===== src/rtl/pwm_spi_tx_pkg.sv =====
// pwm_spi_tx_pkg: shared constants for the PWM-value serial link.
// Holds FSM encodings, default sizes and a width helper.
package pwm_spi_tx_pkg;

    localparam int DEF_CLK_DIV = 2;
    localparam int DEF_DATA_W  = 8;
    localparam int DEF_GAP     = 4;

    localparam logic [2:0] ST_FLUSH = 3'd0;
    localparam logic [2:0] ST_IDLE  = 3'd1;
    localparam logic [2:0] ST_SHIFT = 3'd2;
    localparam logic [2:0] ST_TRAIL = 3'd3;
    localparam logic [2:0] ST_GAP   = 3'd4;

    // Counter width for values 0..n-1, never narrower than 1 bit.
    function automatic int cw(input int n);
        return (n > 1) ? $clog2(n) : 1;
    endfunction

endpackage


===== src/rtl/pwm_spi_tx_tick_gen.sv =====
// spi_tick_gen: divides clk into spi_clk half-period ticks.
// Ports: clk, clr (sync clear), en (count enable), tick (1-cycle pulse).
module spi_tick_gen
    import pwm_spi_tx_pkg::*;
#(
    parameter int CLK_DIV = DEF_CLK_DIV
) (
    input  logic clk,
    input  logic clr,
    input  logic en,
    output logic tick
);

    localparam int W = cw(CLK_DIV + 1);

    logic [W-1:0] div_cnt;

    assign tick = en & (div_cnt == W'(CLK_DIV - 1));

    // Held at zero while disabled, so every enabled run starts
    // a fresh half-period.
    always_ff @(posedge clk) begin
        if (clr || !en || tick) begin
            div_cnt <= '0;
        end else begin
            div_cnt <= div_cnt + 1'b1;
        end
    end

endmodule


===== src/rtl/pwm_spi_tx.sv =====
// pwm_spi_tx: byte-to-3-wire serial initiator for the PWM receiver.
// Ports: clk, rst, tx_valid/tx_data/tx_ready, spi_clk/en/data, busy, done.
module pwm_spi_tx
    import pwm_spi_tx_pkg::*;
#(
    parameter int CLK_DIV    = DEF_CLK_DIV,
    parameter int DATA_W     = DEF_DATA_W,
    parameter int GAP_CYCLES = DEF_GAP
) (
    input  logic              clk,
    input  logic              rst,
    input  logic              tx_valid,
    input  logic [DATA_W-1:0] tx_data,
    output logic              tx_ready,
    output logic              spi_clk,
    output logic              spi_en,
    output logic              spi_data,
    output logic              busy,
    output logic              done
);

    localparam int BW = cw(DATA_W);
    localparam int GW = cw(GAP_CYCLES);

    logic [2:0]        state;
    logic [DATA_W-1:0] shreg;
    logic [BW-1:0]     bit_cnt;
    logic [GW-1:0]     gap_cnt;
    logic              tick;
    logic              tick_en;
    logic              accept;
    logic              last_bit;

    assign tx_ready = (state == ST_IDLE) & ~rst;
    assign accept   = tx_valid & tx_ready;
    assign busy     = (state == ST_SHIFT) |
                      (state == ST_TRAIL) |
                      (state == ST_GAP);
    assign tick_en  = (state == ST_FLUSH) |
                      (state == ST_SHIFT) |
                      (state == ST_TRAIL);
    assign last_bit = (bit_cnt == BW'(DATA_W - 1));

    spi_tick_gen #(
        .CLK_DIV (CLK_DIV)
    ) u_tick (
        .clk  (clk),
        .clr  (rst),
        .en   (tick_en),
        .tick (tick)
    );

    // spi_clk toggles on every tick while clocking; a tick seen
    // with spi_clk high is a falling edge, where data may change.
    always_ff @(posedge clk) begin
        if (rst) begin
            state    <= ST_FLUSH;
            spi_clk  <= 1'b0;
            spi_en   <= 1'b0;
            spi_data <= 1'b0;
            done     <= 1'b0;
            shreg    <= '0;
            bit_cnt  <= '0;
            gap_cnt  <= '0;
        end else begin
            done <= 1'b0;
            unique case (state)
                ST_FLUSH: begin
                    if (tick) begin
                        spi_clk <= ~spi_clk;
                        if (spi_clk) begin
                            state <= ST_IDLE;
                        end
                    end
                end
                ST_IDLE: begin
                    if (accept) begin
                        // shreg keeps the bits still to be sent.
                        shreg    <= tx_data >> 1;
                        bit_cnt  <= '0;
                        spi_en   <= 1'b1;
                        spi_data <= tx_data[0];
                        spi_clk  <= 1'b0;
                        state    <= ST_SHIFT;
                    end
                end
                ST_SHIFT: begin
                    if (tick) begin
                        spi_clk <= ~spi_clk;
                        if (spi_clk) begin
                            if (last_bit) begin
                                spi_en   <= 1'b0;
                                spi_data <= 1'b0;
                                state    <= ST_TRAIL;
                            end else begin
                                bit_cnt  <= bit_cnt + 1'b1;
                                spi_data <= shreg[0];
                                shreg    <= shreg >> 1;
                            end
                        end
                    end
                end
                ST_TRAIL: begin
                    if (tick) begin
                        spi_clk <= ~spi_clk;
                        if (spi_clk) begin
                            done    <= 1'b1;
                            gap_cnt <= '0;
                            if (GAP_CYCLES == 0) begin
                                state <= ST_IDLE;
                            end else begin
                                state <= ST_GAP;
                            end
                        end
                    end
                end
                ST_GAP: begin
                    if (gap_cnt == GW'(GAP_CYCLES - 1)) begin
                        state <= ST_IDLE;
                    end else begin
                        gap_cnt <= gap_cnt + 1'b1;
                    end
                end
                default: begin
                    state <= ST_FLUSH;
                end
            endcase
        end
    end

endmodule


===== config.mk =====
export PLATFORM = sky130hd
export DESIGN_NAME = pwm_spi_tx
export DESIGN_NICKNAME = d
export VERILOG_FILES = /design/src/rtl/pwm_spi_tx_pkg.sv /design/src/rtl/pwm_spi_tx_tick_gen.sv /design/src/rtl/pwm_spi_tx.sv
export SDC_FILE = /design/constraint.sdc
export NUM_CORES = 1
export LEC_CHECK = 0
export BUFFER_PORTS_ARGS = -buffer_cell sky130_fd_sc_hd__buf_2
export CAP_MARGIN = 5
export CORE_MARGIN = 1.5
export CORE_UTILIZATION = 50
export DETAILED_ROUTE_END_ITERATION = 12
export PLACE_DENSITY = 0.78
export RECOVER_POWER = 100
export SETUP_SLACK_MARGIN = 0.02
export SYNTH_ARGS = -nofsm -noshare
export SYNTH_HDL_FRONTEND = slang
export SYNTH_SLANG_ARGS = --single-unit

===== constraint.sdc =====
create_clock -name clk -period 4.9 [get_ports clk]
set_clock_uncertainty 0.1 [all_clocks]
set_input_delay 0.98 -clock clk [delete_from_list [all_inputs] [get_ports clk]]
set_output_delay 0.98 -clock clk [all_outputs]
set_load 0.02 [all_outputs]

# Yosys cells after proc, flatten, opt, wreduce, memory -nomap -nowiden
# Cells that the tools add are included.
[totals] output_inout_bits=6 ff_bits=22
[classes] bitwise_logic=11 n_addsub=3 n_reduce_logical=15 eq_ne=19 muxes=38
[ops] operator="2-to-1 mux 3 bit" n=13
[ops] operator="2-to-1 mux 8 bit" n=4
[ops] operator="case mux 8 bit (2 select lines)" n=1
[ops] operator="case mux 3 bit (5 select lines)" n=1
[ops] operator="!= test 2 bit, second input constant" n=7
[ops] operator="2-to-1 mux 1 bit" n=11
[ops] operator="!= test 2 x 1 -> 1 bit, second input constant" n=5
[ops] operator="AND reduction 5 bit" n=2
[ops] operator="AND reduction 9 bit" n=1
[ops] operator="AND reduction 4 bit" n=2
[ops] operator="== test 3 x 2 -> 1 bit, second input constant" n=2
[ops] operator="== test 3 bit, second input constant" n=2
[ops] operator="2-to-1 mux 2 bit" n=3
[ops] operator="case mux 1 bit (2 select lines)" n=3
[ops] operator="case mux 3 bit (2 select lines)" n=1
[ops] operator="nonzero test 2 bit" n=3
[ops] operator="OR reduction 3 bit" n=2
[ops] operator="adder 2 x 1 -> 2 bit, second input constant" n=2
[ops] operator="inverter 1 bit" n=4
[ops] operator="OR 1 bit" n=4
[ops] operator="case mux 2 bit (2 select lines)" n=1
[ops] operator="adder 3 x 1 -> 3 bit, second input constant" n=1
[ops] operator="AND 1 bit" n=3
[ops] operator="== test 3 x 1 -> 1 bit, second input constant" n=1
[ops] operator="6 further kinds" n=7

# Depth between registers and ports, before layout
[logic_depth] depth_word=6 ltp_mapped=7 ltp_nobuf=6

# Cells and area by module
# Synthesis repeated with hierarchy kept, for this count alone.
[hier_totals] cells_unflattened=129 hier_area_um2=1156.1
[modules_own_cells] mod="pwm_spi_tx" cells_per_inst=122 seq_area_each_um2=380.4 instances=1 area_each_um2=1074.8
[modules_own_cells] mod="spi_tick_gen" cells_per_inst=7 seq_area_each_um2=40.0 instances=1 area_each_um2=81.3

# Worst setup path after synthesis
# OpenSTA, ideal clock, no wires.
[synth_timing] kind="input port to output port" start="in rst" end="out tx_ready" path_stages=4 t_arrival_ps=1667 path_slack_ps=2153 t_required_ps=3820 path_buffers=1 cell_sequence="clkbuf_1 -> inv_1 -> nand2_1 -> nor2_1"
[synth_between] elab_chain_len=2
[synth_rtl] element="start: declaration" line_no="pwm_spi_tx.sv:11" source="input logic rst,"
[synth_rtl] element="inverter 1 bit" line_no="pwm_spi_tx.sv:34" source="assign tx_ready = (state == ST_IDLE) & ~rst;"
[synth_rtl] element="AND 1 bit" line_no="pwm_spi_tx.sv:34"
[synth_rtl] element="end: declaration" line_no="pwm_spi_tx.sv:14" source="output logic tx_ready,"
# Every way passes these cells.

# Worst setup path after layout
# Ends and elaborated chain as after synthesis.

==> summary.md <==
| Metric | Value |
|---|---|
| Net count reported at finish | `147` |
| Port Buf Inserts | `16` |
| Synth warn | `0` |
| Final Hold Viols | `0` |
| Routed wire per std cell | `12.5 um` |
| Headroom to the max-slew limit | `47.0%` |
| HPWL Detailed | `1370 um` |
| Status | `completed` |
| Hold Buf Count CTS | `0` |
| Vias in the first global route | `810` |
| Critical path class | `in2out` |
| Die span in x | `48.5 um` |
| Number of cells in the finished layout apart from fillers | `158` |
| Setup crit start | `rst` |
| Die height | `48.5 um` |
| Overall die area | `2350 um2` |
| Global-route congestion overflow total | `0` |
| Sum of negative setup slack | `0 ps` |
| Maximum fanout encountered on the critical timing path | `19` |
| Sinks on the clock net | `21` |
| Post-synth EDFFs | `0` |
| Number of buffers added by the clock tree synthesis step | `3` |
| Leading post-synthesis cells by cell area | `dfxtp_1, mux2i_1, nor2_1, ha_1, a211oi_1` |
| Iter 0 DRT Violations | `10` |
| Overall fraction of global-route tracks in use | `19.0%` |
| Share of the clock period used by the worst path | `67.4%` |
| Number of I/O pins | `17` |
| Max-slew violation total from the final report | `0` |
| Fin worst setup slack | `1600 ps` |
| Count of mapped cells out of synthesis | `117` |
| Unrepaired setup endpoints after global routing | `false` |
| Bufs on Longest Clock Path | `2` |
| Area share of the largest cell type after synthesis | `40.6%` |
| Syn avg cell area | `8.84 um2` |
| Data required, critical path | `3820 ps` |
| Worst-Skew Late Latency | `310 ps` |
| Largest net degree at the start of global routing | `20` |
| Start point of the worst hold path | `u_tick.div_cnt[0]` |
| Core ar. | `1960 um2` |
| Final critical-path required period | `3300 ps` |
| TritonCTS clock tree | `yes` |
| Clock slew at reported path FFs | `110 ps` |
| Final core area utilization | `57.9%` |
| Highest clock rate | `303 MHz` |
| Via count normalized by instance count | `5.52` |
| Std cell rows | `16` |
| Antenna viol nets, final | `0` |
| Slew at the pin with the worst max-slew slack | `794 ps` |
| PostCTS Resize Cnt | `0` |
| Kind of end point of the critical path | `output port` |
| Total wire length after detailed routing | `1970 um` |
| Path class of the lowest-slack min-delay path | `reg2reg` |
| Worst-case reg-to-reg path depth | `6` |
| Drt pass-1 iters | `4` |
| Top cell type by total area after synthesis | `dfxtp_1` |
| DRC violation count after routing | `0` |
| Post-synthesis cell type count | `35` |
| Wire length of the first global-routing pass | `3540 um` |
| Syn_nets | `132` |
| Overall via count from detail_route | `872` |
| Maximum vdd drop | `207 uV` |
| Cell depth of the worst hold path | `1` |
| Final setup violating endpoints | `0` |
| Antenna violations before repair | `0` |
| Final RePlAce weighted congestion | `0.780` |
| Final Hold Slack | `340 ps` |
| PwrDens | `453 nW/um2` |
| Max-cap violations | `0` |
| Clock root cell | `clkbuf_4` |
| Arrival time worst endpoint | `2220 ps` |
| Number of placed cells counting well taps | `154` |
| Layout cells sized above 1 | `11.5%` |
| Total leakage power | `0.428 nW` |
| Critical Path Source Type | `primary input` |
| Starting density of the core | `52.7%` |
| Worst slack, placed | `2010 ps` |
| Sequential element share of the synthesized area | `40.6%` |
| Proportion of synthesized flip-flops having asynchronous set or reset | `0%` |
| Count of buffers added by post-CTS timing repair for setup | `0` |
| Post-synthesis sequential element count | `21` |
| Growth of design area from synthesis to finish | `9.79%` |
| Number of antenna repair diodes | `0` |
| Launching point of the worst reg2reg path | `bit_cnt[0]` |
| Netlist area before placement | `1030 um2` |
| Dominant synthesized flop cell | `dfxtp_1` |
| Number of levels the H-tree was split into | `1` |
## final cells by class
| type | instances | area, um2 |
|---|---|---|
| timing repair buffer | 17 | 75.1 |
| tap | 27 | 33.8 |
| fill | 191 | 826 |
| inverter | 4 | 15.0 |
| clock buffer | 4 | 26.3 |
| multi-input combinational | 85 | 566 |
| sequential | 21 | 420 |
## through the flow
stage | total power [mW] | area (um2)
after floorplan | 0.395 | 1030
after global placement | 0.429 | 1120
after detailed placement | 0.437 | 1120
after CTS | 0.524 | 1150
after global routing | 0.553 | 1140
final | 0.514 | 1140
## flip-flops by register name (all words and copies together), names as in the netlist, 2 cells and up
register        count
u_tick.div_cnt      2
bit_cnt             3
shreg               7
gap_cnt             2
state               3
## cells in the final DEF (no fill, tap or decap), types with 2 or more instances in the layout
master    instances
clkbuf_4          3
nand3b_1          2
or3b_1            2
inv_1             4
buf_2             9
nor3b_1           3
nand2_1           5
a22oi_1           2
nor4_1            2
dfxtp_1          21
clkbuf_1          9
a211oi_1          6
nand2b_1          3
nor2_1           21
o21ai_0           4
mux2i_1           8
ha_1              4
a21oi_1           6
## power breakdown
part	switching, mW	leakage (nW)	internal (mW)
Sequential	0.0388	0.170	0.203
Clock	0.0528	0.0150	0.0318
Combinational	0.105	0.243	0.0830
## per-layer routing
layer	GRT usage, %	share of wire (%)	vias to the layer above
met4	7.14	1.7	0
met3	2.78	2.5	2
met1	25.6	49	404
met2	31.0	46	16
met5	0	0	-
li1	-	-	450
## logic make-up after synthesis
family	synth area share, %
and+or+nand+nor	23.9
muxes	8.83
DFF	40.6
buffers and inverters	4.47
adders and majority gates	4.84
AOI/OAI and AO/OA	17.3
## cell usage after synthesis (2+ instances only)
master     n
nand3b_1   2
nor2_1    21
ha_1       4
o21ai_0    4
dfxtp_1   21
a211oi_1   6
nor4_1     2
mux2i_1    8
nor3b_1    3
a21oi_1    6
nand2b_1   3
a22oi_1    2
inv_1      4
nand2_1    5
buf_2      4
clkbuf_1   3
## worst paths after layout
kind                            slack, ps                 to
worst max-delay path                 1600           tx_ready
worst min-delay path                  340  u_tick.div_cnt[0]
worst min register to register        340  u_tick.div_cnt[0]
worst max register to register       2850           shreg[4]
## worst max-delay path: stages
cell and delay, ps:
clkbuf_1 580, inv_1 220, nand2_1 210, nor2_1 60
clkbuf_1 170
Note: power is estimated with default switching activity, not from simulation.
